--- src/rtl/sdio_data_router_if.sv ---
// SDIO data router bus bundle: command-bus and data-PHY host ports
// plus the per-channel function-side ports.
interface sdio_data_router_if #(
  parameter int NUM_FUNCS  = 7,
  parameter int DATA_WIDTH = 8
);
  localparam int NUM_CH = NUM_FUNCS + 2;

  logic                         i_cmd_wr_stb;
  logic [DATA_WIDTH-1:0]        i_cmd_wr_data;
  logic                         o_cmd_rd_stb;
  logic [DATA_WIDTH-1:0]        o_cmd_rd_data;
  logic                         i_cmd_hst_rdy;
  logic                         o_cmd_com_rdy;

  logic                         i_phy_wr_stb;
  logic [DATA_WIDTH-1:0]        i_phy_wr_data;
  logic                         o_phy_rd_stb;
  logic [DATA_WIDTH-1:0]        o_phy_rd_data;
  logic                         i_phy_hst_rdy;
  logic                         o_phy_com_rdy;

  logic [NUM_CH-1:0]            o_ch_wr_stb;
  logic [NUM_CH*DATA_WIDTH-1:0] o_ch_wr_data;
  logic [NUM_CH-1:0]            o_ch_hst_rdy;
  logic [NUM_CH-1:0]            i_ch_rd_stb;
  logic [NUM_CH*DATA_WIDTH-1:0] i_ch_rd_data;
  logic [NUM_CH-1:0]            i_ch_com_rdy;

  modport slave (
    input  i_cmd_wr_stb, i_cmd_wr_data, i_cmd_hst_rdy,
    output o_cmd_rd_stb, o_cmd_rd_data, o_cmd_com_rdy,
    input  i_phy_wr_stb, i_phy_wr_data, i_phy_hst_rdy,
    output o_phy_rd_stb, o_phy_rd_data, o_phy_com_rdy,
    output o_ch_wr_stb, o_ch_wr_data, o_ch_hst_rdy,
    input  i_ch_rd_stb, i_ch_rd_data, i_ch_com_rdy
  );

  modport master (
    output i_cmd_wr_stb, i_cmd_wr_data, i_cmd_hst_rdy,
    input  o_cmd_rd_stb, o_cmd_rd_data, o_cmd_com_rdy,
    output i_phy_wr_stb, i_phy_wr_data, i_phy_hst_rdy,
    input  o_phy_rd_stb, o_phy_rd_data, o_phy_com_rdy,
    input  o_ch_wr_stb, o_ch_wr_data, o_ch_hst_rdy,
    output i_ch_rd_stb, i_ch_rd_data, i_ch_com_rdy
  );
endinterface

--- src/rtl/sdio_data_router.sv ---
// SDIO data router: latched per-transfer routing between one host
// source and one function-side channel, with counting and timeout.
module sdio_data_router #(
  parameter int NUM_FUNCS      = 7,
  parameter int DATA_WIDTH     = 8,
  parameter int LEN_WIDTH      = 9,
  parameter int TIMEOUT_CYCLES = 1024
) (
  input  logic                 clk,
  input  logic                 rst,
  input  logic                 i_start,
  input  logic [2:0]           i_func_sel,
  input  logic                 i_mem_sel,
  input  logic                 i_cmd_bus_sel,
  input  logic                 i_write,
  input  logic [LEN_WIDTH-1:0] i_xfer_len,
  input  logic                 i_abort,
  sdio_data_router_if.slave    bus,
  output logic                 o_busy,
  output logic                 o_done,
  output logic                 o_timeout,
  output logic                 o_err,
  output logic [LEN_WIDTH:0]   o_byte_count
);
  localparam int NUM_CH = NUM_FUNCS + 2;
  localparam int CW     = (NUM_CH > 1) ? $clog2(NUM_CH) : 1;
  localparam int CNT_W  = LEN_WIDTH + 1;
  localparam int TW_RAW = $clog2(TIMEOUT_CYCLES + 1);
  localparam int TW     = (TW_RAW > 0) ? TW_RAW : 1;
  localparam logic [TW-1:0] TMO_LAST =
    TW'((TIMEOUT_CYCLES > 0) ? TIMEOUT_CYCLES - 1 : 0);
  localparam logic [CW-1:0] MEM_CH = CW'(NUM_FUNCS + 1);

  typedef enum logic [1:0] {IDLE, ACTIVE, DONE} state_t;

  state_t                state_q, state_d;
  logic [CW-1:0]         ch_q, ch_d;
  logic                  cmd_q, cmd_d;
  logic                  wr_q, wr_d;
  logic [CNT_W-1:0]      len_q, len_d;
  logic [CNT_W-1:0]      cnt_q, cnt_d;
  logic [TW-1:0]         tmr_q, tmr_d;
  logic                  busy_q, busy_d;
  logic                  done_q, done_d;
  logic                  tmo_q, tmo_d;
  logic                  err_q, err_d;
  logic [NUM_CH-1:0]     ch_wr_stb_q, ch_wr_stb_d;
  logic [DATA_WIDTH-1:0] ch_wr_data_q [NUM_CH];
  logic [DATA_WIDTH-1:0] ch_wr_data_d [NUM_CH];
  logic [NUM_CH-1:0]     ch_hst_q, ch_hst_d;
  logic                  cmd_rd_stb_q, cmd_rd_stb_d;
  logic [DATA_WIDTH-1:0] cmd_rd_data_q, cmd_rd_data_d;
  logic                  cmd_com_q, cmd_com_d;
  logic                  phy_rd_stb_q, phy_rd_stb_d;
  logic [DATA_WIDTH-1:0] phy_rd_data_q, phy_rd_data_d;
  logic                  phy_com_q, phy_com_d;

  logic [DATA_WIDTH-1:0] rd_arr [NUM_CH];
  logic                  src_stb;
  logic [DATA_WIDTH-1:0] src_data;
  logic                  src_hst;
  logic                  chn_stb;
  logic [DATA_WIDTH-1:0] chn_data;
  logic                  chn_com;
  logic                  fwd;
  logic [CNT_W-1:0]      cnt_inc;

  for (genvar k = 0; k < NUM_CH; k++) begin : g_ch
    assign rd_arr[k] =
      bus.i_ch_rd_data[k*DATA_WIDTH +: DATA_WIDTH];
    assign bus.o_ch_wr_data[k*DATA_WIDTH +: DATA_WIDTH] =
      ch_wr_data_q[k];
  end

  assign bus.o_ch_wr_stb   = ch_wr_stb_q;
  assign bus.o_ch_hst_rdy  = ch_hst_q;
  assign bus.o_cmd_rd_stb  = cmd_rd_stb_q;
  assign bus.o_cmd_rd_data = cmd_rd_data_q;
  assign bus.o_cmd_com_rdy = cmd_com_q;
  assign bus.o_phy_rd_stb  = phy_rd_stb_q;
  assign bus.o_phy_rd_data = phy_rd_data_q;
  assign bus.o_phy_com_rdy = phy_com_q;
  assign o_busy       = busy_q;
  assign o_done       = done_q;
  assign o_timeout    = tmo_q;
  assign o_err        = err_q;
  assign o_byte_count = cnt_q;

  // Views of the latched source and channel, and the accept decision
  always_comb begin
    src_stb  = cmd_q ? bus.i_cmd_wr_stb  : bus.i_phy_wr_stb;
    src_data = cmd_q ? bus.i_cmd_wr_data : bus.i_phy_wr_data;
    src_hst  = cmd_q ? bus.i_cmd_hst_rdy : bus.i_phy_hst_rdy;
    chn_stb  = bus.i_ch_rd_stb[ch_q];
    chn_data = rd_arr[ch_q];
    chn_com  = bus.i_ch_com_rdy[ch_q];
    fwd      = (state_q == ACTIVE) && !i_abort &&
               (wr_q ? src_stb : chn_stb);
    cnt_inc  = cnt_q + 1'b1;
  end

  // Transfer FSM and next value of every routed output
  always_comb begin
    state_d       = state_q;
    ch_d          = ch_q;
    cmd_d         = cmd_q;
    wr_d          = wr_q;
    len_d         = len_q;
    cnt_d         = cnt_q;
    tmr_d         = tmr_q;
    done_d        = 1'b0;
    tmo_d         = 1'b0;
    err_d         = 1'b0;
    ch_wr_stb_d   = '0;
    ch_wr_data_d  = '{default: '0};
    ch_hst_d      = '0;
    cmd_rd_stb_d  = 1'b0;
    cmd_rd_data_d = '0;
    cmd_com_d     = 1'b0;
    phy_rd_stb_d  = 1'b0;
    phy_rd_data_d = '0;
    phy_com_d     = 1'b0;
    unique case (state_q)
      IDLE: begin
        if (i_start && !i_abort) begin
          if (!i_mem_sel && int'(i_func_sel) > NUM_FUNCS) begin
            err_d = 1'b1;
          end else begin
            ch_d  = i_mem_sel ? MEM_CH : CW'(i_func_sel);
            cmd_d = i_cmd_bus_sel;
            wr_d  = i_write;
            if (i_cmd_bus_sel)
              len_d = CNT_W'(1);
            else if (i_xfer_len == '0)
              len_d = CNT_W'(1) << LEN_WIDTH;
            else
              len_d = {1'b0, i_xfer_len};
            cnt_d   = '0;
            tmr_d   = '0;
            state_d = ACTIVE;
          end
        end
      end
      ACTIVE: begin
        if (i_abort) begin
          state_d = IDLE;
        end else begin
          ch_hst_d[ch_q] = src_hst;
          if (cmd_q) cmd_com_d = chn_com;
          else       phy_com_d = chn_com;
          if (fwd) begin
            if (wr_q) begin
              ch_wr_stb_d[ch_q]  = 1'b1;
              ch_wr_data_d[ch_q] = src_data;
            end else if (cmd_q) begin
              cmd_rd_stb_d  = 1'b1;
              cmd_rd_data_d = chn_data;
            end else begin
              phy_rd_stb_d  = 1'b1;
              phy_rd_data_d = chn_data;
            end
            cnt_d = cnt_inc;
            tmr_d = '0;
            if (cnt_inc == len_q) begin
              done_d  = 1'b1;
              state_d = DONE;
            end
          end else if (TIMEOUT_CYCLES != 0 && tmr_q == TMO_LAST) begin
            tmo_d   = 1'b1;
            state_d = IDLE;
          end else begin
            tmr_d = tmr_q + 1'b1;
          end
        end
      end
      DONE:    state_d = IDLE;
      default: state_d = IDLE;
    endcase
    busy_d = (state_d != IDLE);
  end

  // State and output registers, cleared by synchronous reset
  always_ff @(posedge clk) begin
    if (rst) begin
      state_q       <= IDLE;
      ch_q          <= '0;
      cmd_q         <= 1'b0;
      wr_q          <= 1'b0;
      len_q         <= '0;
      cnt_q         <= '0;
      tmr_q         <= '0;
      busy_q        <= 1'b0;
      done_q        <= 1'b0;
      tmo_q         <= 1'b0;
      err_q         <= 1'b0;
      ch_wr_stb_q   <= '0;
      ch_wr_data_q  <= '{default: '0};
      ch_hst_q      <= '0;
      cmd_rd_stb_q  <= 1'b0;
      cmd_rd_data_q <= '0;
      cmd_com_q     <= 1'b0;
      phy_rd_stb_q  <= 1'b0;
      phy_rd_data_q <= '0;
      phy_com_q     <= 1'b0;
    end else begin
      state_q       <= state_d;
      ch_q          <= ch_d;
      cmd_q         <= cmd_d;
      wr_q          <= wr_d;
      len_q         <= len_d;
      cnt_q         <= cnt_d;
      tmr_q         <= tmr_d;
      busy_q        <= busy_d;
      done_q        <= done_d;
      tmo_q         <= tmo_d;
      err_q         <= err_d;
      ch_wr_stb_q   <= ch_wr_stb_d;
      ch_wr_data_q  <= ch_wr_data_d;
      ch_hst_q      <= ch_hst_d;
      cmd_rd_stb_q  <= cmd_rd_stb_d;
      cmd_rd_data_q <= cmd_rd_data_d;
      cmd_com_q     <= cmd_com_d;
      phy_rd_stb_q  <= phy_rd_stb_d;
      phy_rd_data_q <= phy_rd_data_d;
      phy_com_q     <= phy_com_d;
    end
  end
endmodule

--- src/flat_wrapper.sv ---
// flat-port wrapper written by rule: the top's interface ports become plain ports
module sdio_data_router_flat 
#(
  parameter int NUM_FUNCS      = 7,
  parameter int DATA_WIDTH     = 8,
  parameter int LEN_WIDTH      = 9,
  parameter int TIMEOUT_CYCLES = 1024
)
  (clk, rst, i_start, i_func_sel, i_mem_sel, i_cmd_bus_sel, i_write, i_xfer_len, i_abort, o_busy, o_done, o_timeout, o_err, o_byte_count, bus_i_cmd_wr_stb, bus_i_cmd_wr_data, bus_i_cmd_hst_rdy, bus_o_cmd_rd_stb, bus_o_cmd_rd_data, bus_o_cmd_com_rdy, bus_i_phy_wr_stb, bus_i_phy_wr_data, bus_i_phy_hst_rdy, bus_o_phy_rd_stb, bus_o_phy_rd_data, bus_o_phy_com_rdy, bus_o_ch_wr_stb, bus_o_ch_wr_data, bus_o_ch_hst_rdy, bus_i_ch_rd_stb, bus_i_ch_rd_data, bus_i_ch_com_rdy);
  sdio_data_router_if #(.NUM_FUNCS(NUM_FUNCS), .DATA_WIDTH(DATA_WIDTH)) bus_i ();
  input  logic clk;
  input  logic rst;
  input  logic i_start;
  input  logic [2:0] i_func_sel;
  input  logic i_mem_sel;
  input  logic i_cmd_bus_sel;
  input  logic i_write;
  input  logic [LEN_WIDTH-1:0] i_xfer_len;
  input  logic i_abort;
  output logic o_busy;
  output logic o_done;
  output logic o_timeout;
  output logic o_err;
  output logic [LEN_WIDTH:0] o_byte_count;
  input wire logic [$bits(bus_i.i_cmd_wr_stb)-1:0] bus_i_cmd_wr_stb;
  input wire logic [$bits(bus_i.i_cmd_wr_data)-1:0] bus_i_cmd_wr_data;
  input wire logic [$bits(bus_i.i_cmd_hst_rdy)-1:0] bus_i_cmd_hst_rdy;
  output wire logic [$bits(bus_i.o_cmd_rd_stb)-1:0] bus_o_cmd_rd_stb;
  output wire logic [$bits(bus_i.o_cmd_rd_data)-1:0] bus_o_cmd_rd_data;
  output wire logic [$bits(bus_i.o_cmd_com_rdy)-1:0] bus_o_cmd_com_rdy;
  input wire logic [$bits(bus_i.i_phy_wr_stb)-1:0] bus_i_phy_wr_stb;
  input wire logic [$bits(bus_i.i_phy_wr_data)-1:0] bus_i_phy_wr_data;
  input wire logic [$bits(bus_i.i_phy_hst_rdy)-1:0] bus_i_phy_hst_rdy;
  output wire logic [$bits(bus_i.o_phy_rd_stb)-1:0] bus_o_phy_rd_stb;
  output wire logic [$bits(bus_i.o_phy_rd_data)-1:0] bus_o_phy_rd_data;
  output wire logic [$bits(bus_i.o_phy_com_rdy)-1:0] bus_o_phy_com_rdy;
  output wire logic [$bits(bus_i.o_ch_wr_stb)-1:0] bus_o_ch_wr_stb;
  output wire logic [$bits(bus_i.o_ch_wr_data)-1:0] bus_o_ch_wr_data;
  output wire logic [$bits(bus_i.o_ch_hst_rdy)-1:0] bus_o_ch_hst_rdy;
  input wire logic [$bits(bus_i.i_ch_rd_stb)-1:0] bus_i_ch_rd_stb;
  input wire logic [$bits(bus_i.i_ch_rd_data)-1:0] bus_i_ch_rd_data;
  input wire logic [$bits(bus_i.i_ch_com_rdy)-1:0] bus_i_ch_com_rdy;
  assign bus_i.i_cmd_wr_stb = bus_i_cmd_wr_stb;
  assign bus_i.i_cmd_wr_data = bus_i_cmd_wr_data;
  assign bus_i.i_cmd_hst_rdy = bus_i_cmd_hst_rdy;
  assign bus_o_cmd_rd_stb = bus_i.o_cmd_rd_stb;
  assign bus_o_cmd_rd_data = bus_i.o_cmd_rd_data;
  assign bus_o_cmd_com_rdy = bus_i.o_cmd_com_rdy;
  assign bus_i.i_phy_wr_stb = bus_i_phy_wr_stb;
  assign bus_i.i_phy_wr_data = bus_i_phy_wr_data;
  assign bus_i.i_phy_hst_rdy = bus_i_phy_hst_rdy;
  assign bus_o_phy_rd_stb = bus_i.o_phy_rd_stb;
  assign bus_o_phy_rd_data = bus_i.o_phy_rd_data;
  assign bus_o_phy_com_rdy = bus_i.o_phy_com_rdy;
  assign bus_o_ch_wr_stb = bus_i.o_ch_wr_stb;
  assign bus_o_ch_wr_data = bus_i.o_ch_wr_data;
  assign bus_o_ch_hst_rdy = bus_i.o_ch_hst_rdy;
  assign bus_i.i_ch_rd_stb = bus_i_ch_rd_stb;
  assign bus_i.i_ch_rd_data = bus_i_ch_rd_data;
  assign bus_i.i_ch_com_rdy = bus_i_ch_com_rdy;
  sdio_data_router #(.NUM_FUNCS(NUM_FUNCS), .DATA_WIDTH(DATA_WIDTH), .LEN_WIDTH(LEN_WIDTH), .TIMEOUT_CYCLES(TIMEOUT_CYCLES)) u_core (.clk(clk), .rst(rst), .i_start(i_start), .i_func_sel(i_func_sel), .i_mem_sel(i_mem_sel), .i_cmd_bus_sel(i_cmd_bus_sel), .i_write(i_write), .i_xfer_len(i_xfer_len), .i_abort(i_abort), .bus(bus_i), .o_busy(o_busy), .o_done(o_done), .o_timeout(o_timeout), .o_err(o_err), .o_byte_count(o_byte_count));
endmodule
--- config.mk ---
export PLATFORM = sky130hd
export DESIGN_NAME = sdio_data_router_flat
export DESIGN_NICKNAME = d
export VERILOG_FILES = /design/src/rtl/sdio_data_router_if.sv /design/src/rtl/sdio_data_router.sv /design/src/flat_wrapper.sv
export SDC_FILE = /design/constraint.sdc
export NUM_CORES = 1
export LEC_CHECK = 0
export CELL_PAD_IN_SITES_DETAIL_PLACEMENT = 1
export CELL_PAD_IN_SITES_GLOBAL_PLACEMENT = 2
export CORE_MARGIN = 5
export CORE_UTILIZATION = 24
export DETAILED_ROUTE_END_ITERATION = 10
export PLACE_DENSITY_LB_ADDON = 0.25
export REMOVE_ABC_BUFFERS = 1
export SLEW_MARGIN = 10
export SYNTH_ARGS = -nofsm -noshare
export SYNTH_HDL_FRONTEND = slang
export SYNTH_SLANG_ARGS = --single-unit
--- constraint.sdc ---
create_clock -name clk -period 3.25 [get_ports clk]
set_clock_uncertainty 0.05 [all_clocks]
set_input_delay 0.8125 -clock clk [delete_from_list [all_inputs] [get_ports clk]]
set_output_delay 0.8125 -clock clk [all_outputs]
set_load 0.005 [all_outputs]
-- Word level (Yosys, flattened, before mapping)
Index checks and enable logic that the tools add are counted.
- flip-flop bits (word level): 152
- latch bits: 0
- memory bits (writable): 0
- ROM bits: 0
- output and inout bits: 124
- word-level logic and storage cells: 106
- memories kept: 0
- add/sub/neg operators: 2
- multiply operators: 0
- divide/modulo/power cells: 0
- magnitude comparators: 4
- equal/unequal tests: 7
- shift operators: 0
- multiplexer cells: 37
- bitwise gates (word level): 7
- reductions and logical operators: 22
- operators with widths (operator ; count):
    72-bit AND ; 1
    10-bit 2-to-1 mux ; 5
    11-bit 2-to-1 mux ; 4
    8-bit binary-select mux with 4-bit select ; 1
    8-bit demux with 4-bit select ; 1
    8-bit 2-to-1 mux ; 4
    11-bit case mux with 2 select lines ; 1
    10-bit case mux with 2 select lines ; 1
    4-bit OR reduction ; 4
    6-bit OR reduction ; 2
    11-bit by 1-bit adder with 11-bit output (second input constant) ; 1
    11-bit by 10-bit == test with 1-bit output (second input constant) ; 1
    10-bit by 1-bit adder with 10-bit output (second input constant) ; 1
    10-bit == test ; 1
    1-bit 2-to-1 mux ; 10
    2-bit 2-to-1 mux ; 5
    5-bit OR reduction ; 2
    9-bit AND ; 1
    9-bit zero test ; 1
    1-bit binary-select mux with 4-bit select ; 2
    4-bit AND reduction ; 2
    5-bit greater-or-equal comparator (second input constant) ; 1
    1-bit logical AND ; 5
    4-bit by 5-bit < comparator with 1-bit output (second input constant) ; 1
    other kinds (16) ; 21

-- Longest topological paths before layout
Gate-level depths: netlist (run 1).
- word-level depth: 8
- depth in mapped cells: 7
- gate-level depth less buffers: 6

-- Least setup slack after synthesis (run 1)
No wires, ideal clock.
- path type: in2reg
- from: in bus_i_ch_rd_stb[3]
- to: reg u_core.cnt_q[1] (netlist: u_core.o_byte_count[1])
- library setup time: 116 ps
- arrival: 2384 ps
- data required time: 3084 ps
- setup slack: 700 ps
- stages on the path: 6
- cell sequence: mux2_2 -> a222oi_1 -> a211o_1 -> buf_2 -> a21oi_1 -> a41o_1
- word-level cells in the longest chain between the ends: 6
- RTL lines (item ; line ; source):
    start: declaration ; flat_wrapper.sv:40 ; input wire logic [$bits(bus_i.i_ch_rd_stb)-1:0] bus_i_ch_rd_stb;
    1-bit binary-select mux with 4-bit select ; sdio_data_router.sv:94 ; chn_stb = bus.i_ch_rd_stb[ch_q];
    1-bit 2-to-1 mux (implied by the code) ; sdio_data_router.sv:94 ;
    1-bit 2-to-1 mux ; sdio_data_router.sv:98 ; (wr_q ? src_stb : chn_stb);
    1-bit logical AND ; sdio_data_router.sv:97 ; fwd = (state_q == ACTIVE) && !i_abort &&
    2-bit by 1-bit inequality test with 1-bit output (no source line) ; n/a ;
    4-bit AND reduction (no source line) ; n/a ;
    end signal: assignment ; sdio_data_router.sv:211 ; cnt_q <= cnt_d;
    end: declaration ; sdio_data_router.sv:41 ; logic [CNT_W-1:0] cnt_q, cnt_d;
Every way passes these cells. The select of a mux whose other input is x is not followed.
A chain may end at the register's enable or synchronous reset.

==> results of run 1 <==
==> worst paths after layout <==
path	startpoint	to	slack, ns	depth (start not counted)
hold reg to reg	u_core.tmr_q[10]$_SDFFE_PP0P_	u_core.tmr_q[10]$_SDFFE_PP0P_	0.40	2
setup reg to reg	u_core.ch_q[3]$_SDFFE_PP0P_	u_core.o_byte_count[9]$_SDFFE_PP0P_	0.65	5
hold / removal	u_core.tmr_q[10]$_SDFFE_PP0P_	u_core.tmr_q[10]$_SDFFE_PP0P_	0.40	2
setup / recovery	rst	u_core.o_byte_count[9]$_SDFFE_PP0P_	0.60	6
==> flip-flops by register name (all words and copies together), names as in the netlist <==
| register | count |
|---|---|
| u_core.o_busy | 1 |
| u_core.bus.o_phy_rd_data | 8 |
| u_core.state_q | 2 |
| u_core.bus.o_cmd_com_rdy | 1 |
| u_core.bus.o_cmd_rd_data | 8 |
| u_core.bus.o_cmd_rd_stb | 1 |
| u_core.bus.o_phy_rd_stb | 1 |
| u_core.o_byte_count | 10 |
| u_core.len_q | 10 |
| u_core.o_timeout | 1 |
| u_core.cmd_q | 1 |
| u_core.wr_q | 1 |
| u_core.tmr_q | 11 |
| u_core.ch_q | 4 |
| u_core.o_done | 1 |
| u_core.bus.o_ch_wr_data | 72 |
| u_core.bus.o_ch_hst_rdy | 9 |
| u_core.bus.o_phy_com_rdy | 1 |
| u_core.bus.o_ch_wr_stb | 9 |
==> worst max-delay path: cells and delay by family <==
family	cells	cell delay (ns)
and+or+nand+nor	3	1.09
AOI/OAI and AO/OA	2	0.55
buffers and inverters	1	0.48
==> layer usage <==
layer / track usage / part of all wire / wire length (µm)
met1: 0.188 / 0.42 / 9480
met2: 0.286 / 0.52 / 11600
met3: 0.0348 / 0.043 / 959
met4: 0.0523 / 0.019 / 434
met5: 0 / 0 / 0
==> where the power goes <==
group          internal (W)  total [W]  switching [W]  leakage [nW]
Sequential          0.00187    0.00189      0.0000160          1.23
Combinational      0.000240   0.000412       0.000172          2.01
Clock               0.00105    0.00198       0.000935         0.298
Total               0.00316    0.00429        0.00112          3.53
==> cell families after synthesis <==
kind of cell    synth area share
other cells             0.000634
flops                      0.515
mux                        0.109
compound gates             0.101
xor+xnor                  0.0186
buf+inv                   0.0392
fa+ha+maj                0.00423
simple gates               0.213
==> cell type report <==
cell class / count / area [µm²] / share of cell area
inverter: 22 / 82.6 / 0.00869
timing repair buffer: 275 / 2690 / 0.283
sequential: 152 / 3040 / 0.320
clock inverter: 15 / 191 / 0.0201
tap: 324 / 405 / 0.0426
multi-input combinational: 400 / 2660 / 0.280
antenna: 1 / 2.50 / 0.000263
clock buffer: 17 / 425 / 0.0447
==> per-stage QoR <==
| step | utilization | hold slack (ns) | total power [W] | TNS, ns | std cells |
|---|---|---|---|---|---|
| floorplan | - | 0.358 | 0.00208 | -0.885 | 574 |
| global placement | 0.365 | 0.372 | 0.00234 | 0 | 1173 |
| detailed placement | 0.365 | 0.392 | 0.00235 | 0 | 1173 |
| CTS | 0.391 | 0.403 | 0.00435 | 0 | 1205 |
| global route | 0.391 | 0.436 | 0.00446 | 0 | 1205 |
| finish | 0.391 | 0.405 | 0.00429 | 0 | 1206 |
==> synth_stat cells, types with 12 or more instances <==
library cell,count,share of area
dfxtp_1,152,0.51
nor2_1,93,0.059
nand2_1,59,0.037
clkbuf_1,28,0.018
inv_1,22,0.014
a21oi_1,21,0.018
o21ai_0,20,0.017
and2_1,18,0.019
mux2i_1,18,0.030
mux4_2,18,0.069
nand3_1,15,0.013
nand3b_1,15,0.019
nand4_1,12,0.013
==> cell usage in the layout (no fill, tap or decap), types with 3 or more instances in the layout <==
| master | n |
|---|---|
| clkdlybuf4s50_1 | 251 |
| dfxtp_1 | 151 |
| nor2_1 | 93 |
| nand2_1 | 59 |
| buf_4 | 24 |
| inv_1 | 22 |
| a21oi_1 | 21 |
| o21ai_0 | 20 |
| and2_1 | 18 |
| mux4_2 | 18 |
| mux2i_1 | 18 |
| clkbuf_16 | 17 |
| nand3b_1 | 15 |
| nand3_1 | 15 |
| nand4_1 | 12 |
| a22oi_1 | 9 |
| nor3_1 | 6 |
| xnor2_1 | 6 |
| clkinv_8 | 6 |
| mux2_2 | 5 |
| nor4_1 | 5 |
| nor3b_1 | 4 |
| a211o_1 | 4 |
| and3_1 | 4 |
| a32oi_1 | 4 |
| or3_1 | 4 |
| o211ai_1 | 4 |
| a211oi_1 | 4 |
| xor2_1 | 4 |
| or3b_2 | 3 |
| a21o_1 | 3 |
| o32ai_1 | 3 |
| nand2b_1 | 3 |
| or4_1 | 3 |
| nor2b_1 | 3 |
| inv_8 | 3 |
| inv_6 | 3 |
==> metrics list, run 1 <==
- After clock tree synthesis, the clock-pin slew on the worst setup and hold paths is around 0.08 ns.
- For the finished layout, the period the worst path requires is 2.65 ns.
* Worst-case clock buffer depth: 2
* Final Instance Area: approximately 0.0095 mm²
- Max-slew violation total from the final report: 0
* Vert. Die Dim: between 150 and 200 µm
- After technology mapping, the gate count stands at 611.
- Setup repair after global routing left no endpoint under its margin.
- Area inside the core boundary: 0.0243 mm²
- For this configuration, the core starts out at a cell density of 0.243.
- In this run the static leakage power is around 3.5 nW.
- Ratio of cells with drive above 1 in the final layout: 0.102
* Port Buffer Count: ~250
- Number of synthesis warnings: 0
- For this run, the total global-route usage over all layers was measured as 0.159.
- Die boundary width: 167 µm
* Synth unique cells: 58
- Setup fix buffers added after clock tree synthesis: 0
- CTS tree: yes
- Buffers inserted to repair hold after CTS numbered 0.
- The count of nets left with antenna violations once routing finished came out at 0.
* Area after DPL: between 0.008 and 0.009 mm²
- Once routing completed, OpenROAD measured the worst setup slack at 0.597 ns.
- The routed layout has 5538 vias.
- The die covers ~0.028 mm².
- TritonCTS buffer count: 17
* Sink count of the clock tree: between 150 and 200
- The synthesized design contains ~150 register bits.
- Syn Area/Cell: roughly 9.7 µm²
- By startpoint and endpoint, the worst setup path is classified as in -> reg.
* Fill cells: about 2700
- Worst vdd rail ir drop: 0.000302 V
- Share of the yosys chip area belonging to registers: 0.515
- The number of gates resized after CTS was 0.
- Among all stages on the critical path, the largest delay is contributed by or4_1.
- Power density of the placed cells: about 450 mW/mm²
* Worst path max stage delay: about 0.53 ns
- Startpoint kind of the worst setup timing path: input port
- In the synthesized netlist the dominant register cell turns out to be dfxtp_1.
- For the pin with the worst max-slew slack, the measured transition is around 0.9 ns.
- In the routed layout, each cell is associated on average with a via count of 4.59.
* Cell at the root of the clock tree: clkbuf_16
- The H-tree generated during clock tree synthesis spans 4 levels.
- Critical path peak fanout: 11
- Maximum number of pins on one net before global-route repair: 25
- Area grow syn2layout: 60.8%
- The worst hold path belongs to the class reg -> reg.
- Drt pass-1 iters: 4
- Final period util: 0.816
* Worst Setup Slack post-DPL: 0.132 ns
- Setup violations remaining at the end of the flow were counted as 0.
* Number of global-route vias before repair: just under 6000
- The clock reaches the later pin of the worst-skew pair after 0.43 ns.
- Count of boundary I/O pins: ~250
* Initial antenna violation count: 0
- STA classifies the critical path endpoint as a flip-flop.
- Overflow after GRT: 0
- At the worst endpoint, the required time is about 3.5 ns.
- Max-cap violations in this run came to 0.
- Dividing the detail-routed wire length by the instance count gives 18.6 µm.
- Total number of placement rows: 57
- Cell breakdown of the critical path: clkdlybuf4s50_1 > nor3b_1 > nand2b_1 > a211o_1 > or4_1 > o311ai_0
- The mapped netlist covers 0.00591 mm².
* Number of enable flip-flop cells after synthesis: 0
- The number of hold violations in the final report is 0.
- Final Wtd Congestion: ~0.88
* Synth async-reset ratio: 0
- Global-route wire length before repair: between 30 and 40 mm
* DRC violations left: 0
- In this run, the number of DRC markers left after iteration 0 of detailed routing was ~210.
* Worst slew margin: 0.408
- Detailed placement finished with a half-perimeter wire length of roughly 17 mm.
* Total Nets Final: between 900 and 1000
* WL final: 22.4 mm
- Critical path arrival: 2.93 ns
- For this run, the top clock speed supported by timing is 377 MHz.
* Outcome: completed
Note: power is estimated with default switching activity, not from simulation.
==> run 2: changes to the inputs <==
==> constraint.sdc (replaced) <==
create_clock -name clk -period 2.5 [get_ports clk]
set_clock_uncertainty 0.05 [all_clocks]
set_input_delay 0.625 -clock clk [delete_from_list [all_inputs] [get_ports clk]]
set_output_delay 0.625 -clock clk [all_outputs]
set_load 0.005 [all_outputs]
==> metrics list, run 2 (same netlist as run 1, synthesis figures left out) <==
- The setup check on the worst reg-to-reg path leaves a slack of around 0.2 ns.
- Area of the die: approximately 0.028 mm²
- GR Util met3: 0.0374
- Critical Path Sink Type: flip-flop
* Count of vias placed by the detailed router: approximately 5600
* Diodes inserted: 0
- The finished layout holds ~1200 standard cells, fillers aside.
- Cells on Worst Hold Path: 2
- Area occupied by registers: between 0.003 and 0.004 mm²
- Dividing total power by cell area gives a power density of roughly 580 mW/mm².
- During I/O placement, the number of pins put on the boundary was between 200 and 300.
- Number of flip-flops in the largest register: roughly 70
- Critical Setup Path Class: in -> reg
- Static Leak: ~3.7 nW
* TritonCTS buffer count: 17
- Overflow after GRT: 0
- Reg2reg path depth: 6
- Worst vdd rail ir drop: 0.000315 V
- Routability-driven placement finished with a final weighted congestion of between 0.8 and 0.9.
* CTS tree: yes
- GRT Util Overall: 0.163
- GR met1 Demand/Resource: 0.194
- In this run the critical register-to-register path is captured at u_core.o_byte_count[9]$_SDFFE_PP0P_.
* Multi-input combinational cell area: 0.00269 mm²
- In this run the most used layer during global routing was met2.
- Vert. Die Dim: between 150 and 200 µm
- Data on the critical path is required at its endpoint by 2.76 ns.
- Worst-case clock buffer depth: 2
* Drt pass-1 iters: 4
- After floorplanning, the core was divided into 57 placement rows.
- Die boundary width: approximately 170 µm
- Most common cell after layout, fill and taps aside: clkdlybuf4s50_1
* Count of max-cap constraint violations: 0
- Of all nets on the critical path, the largest fanout is 5.
* Highest clock rate: roughly 430 MHz
- Outcome: completed
* Final setup violation count: 0
- In this run the standard cell core region covers around 0.024 mm².
* Vias/cell: roughly 4.6
- Of the cells placed in the final design, the portion with a size suffix greater than 1 is 0.139.
- Total Nets Final: 1029
- Critical path's slowest cell: or4_1
- The via count of the first global-routing pass is a little over 6000.
- Initial antenna violation count: 1
- The filler cells instantiated in the layout total between 2000 and 3000.
- Top library cells by usage in the layout, fill and taps aside: clkdlybuf4s50_1 (251), dfxtp_1 (150), nor2_1 (93)
- Drt wl/cell: ~19 µm
* Path category of the worst min-delay check: reg -> reg
* Sink count of the clock tree: around 150
- The detailed router finished its first iteration with between 200 and 250 violations.
* Critical path arrival: between 2 and 3 ns
- For this run, the share of the core covered by cells in the final layout is 0.402.
- The finished cells cover 0.00978 mm².
- Hold EP: u_core.tmr_q[10]$_SDFFE_PP0P_
- After clock tree synthesis, the clock-pin slew on the worst setup and hold paths is about 0.07 ns.
- The number of hold violations in the final report is 0.
- The routed design has between 20 and 25 mm of wire.
* Global-route wire length before repair: roughly 36 mm
- DRC violations left: 0
- Entering global routing, the biggest net connects 25 pins.
- The smallest clock period supported by the final layout is computed as ~2.3 ns.
- Of the available clock period, the critical path in the final layout requires 0.930.
* Max-slew violation total from the final report: 0
* Half-perimeter wire length after placement: 17.9 mm
* Area grow syn2layout: 65.4%
- Number of routed nets with antenna violations: 0
- Summing internal, switching and leakage power gives roughly 0.0057 W.
* Port Buffer Count: around 250
- Fraction of met2 tracks used by global routing: 0.286
* Total placed cells including tap cells: between 1000 and 1500
- For this configuration, the core starts out at a cell density of 0.243.
- Min-delay src: u_core.tmr_q[10]$_SDFFE_PP0P_
* RSZ-0062 raised after global routing: false
- Clock latency on the worst-skew pair, taken at its later pin, is roughly 0.43 ns.
* Cell at the root of the clock tree: clkbuf_16
- Cell breakdown of the critical path: clkdlybuf4s50_1 > nor3b_1 > buf_4 > nand2b_2 > a211o_1 > or4_1 > o311ai_0
- The largest single stage delay on the critical path is approximately 0.53 ns.
- Headroom to the max-slew limit came out at 0.471.
* Startpoint kind of the worst setup timing path: input port
- At the pin with the least slew margin, the transition time is a little under 0.8 ns.
* Area after DPL: around 0.0091 mm²
* Worst reg2reg startpoint: u_core.ch_q[3]$_SDFFE_PP0P_
- CTS HTree Levels: 4
==> run 2: worst max-delay path by stage <==
stage	start	cells past startpoint	slack (ns)	to
after global placement	rst	7	-0.32	u_core.o_byte_count[9]$_SDFFE_PP0P_
after floorplan	i_abort	4	-0.71	u_core.tmr_q[1]$_SDFFE_PP0P_
final	rst	7	0.18	u_core.o_byte_count[9]$_SDFFE_PP0P_
after global routing	u_core.ch_q[3]$_SDFFE_PP0P_	5	0.01	u_core.bus.o_phy_rd_data[4]$_SDFF_PP0_
after detailed placement	rst	6	-0.36	u_core.bus.o_cmd_rd_data[5]$_SDFF_PP0_
after CTS	u_core.ch_q[1]$_SDFFE_PP0P_	6	0.05	u_core.o_byte_count[9]$_SDFFE_PP0P_
==> run 2: routing by layer <==
metal	routed length, µm	vias to the layer above
met5	11	-
met4	625	2
met3	980	39
met2	11600	167
met1	9680	2723
li1	-	2713
==> run 2: area by class of cell <==
class                           count  share of cell area
Inverter                           22             0.00844
Timing Repair Buffer              305               0.300
Sequential cell                   152               0.311
Clock buffer                       17              0.0435
Clock inverter                     15              0.0202
Tap cell                          324              0.0415
Multi-Input combinational cell    400               0.275
==> run 2: critical path: cells and delay by family <==
kind / cells / cell delay [ns]
and+or+nand+nor: 3 / 0.88
AOI/OAI and AO/OA: 2 / 0.46
buffers and inverters: 2 / 0.63
==> run 2: power breakdown <==
part	leakage, nW	internal [W]	switching, W
combinational	2.16	0.000340	0.000236
sequential	1.23	0.00243	0.0000189
clock	0.303	0.00146	0.00123
total	3.69	0.00423	0.00149
==> run 2: timing repair <==
item	CTS	global route
endpoints found under the setup margin	0	43
setup buffers	0	0
hold buffers	0	0
resized for setup	0	8
==> run 2: stage by stage <==
step                hold slack, ns  TNS (ns)  setup WS (ns)
floorplan                    0.358    -20.67         -0.715
global placement             0.375    -27.64         -0.316
detailed placement           0.382    -29.96         -0.364
CTS                          0.397         0         0.0519
global route                 0.435         0         0.0124
finish                       0.397         0          0.175
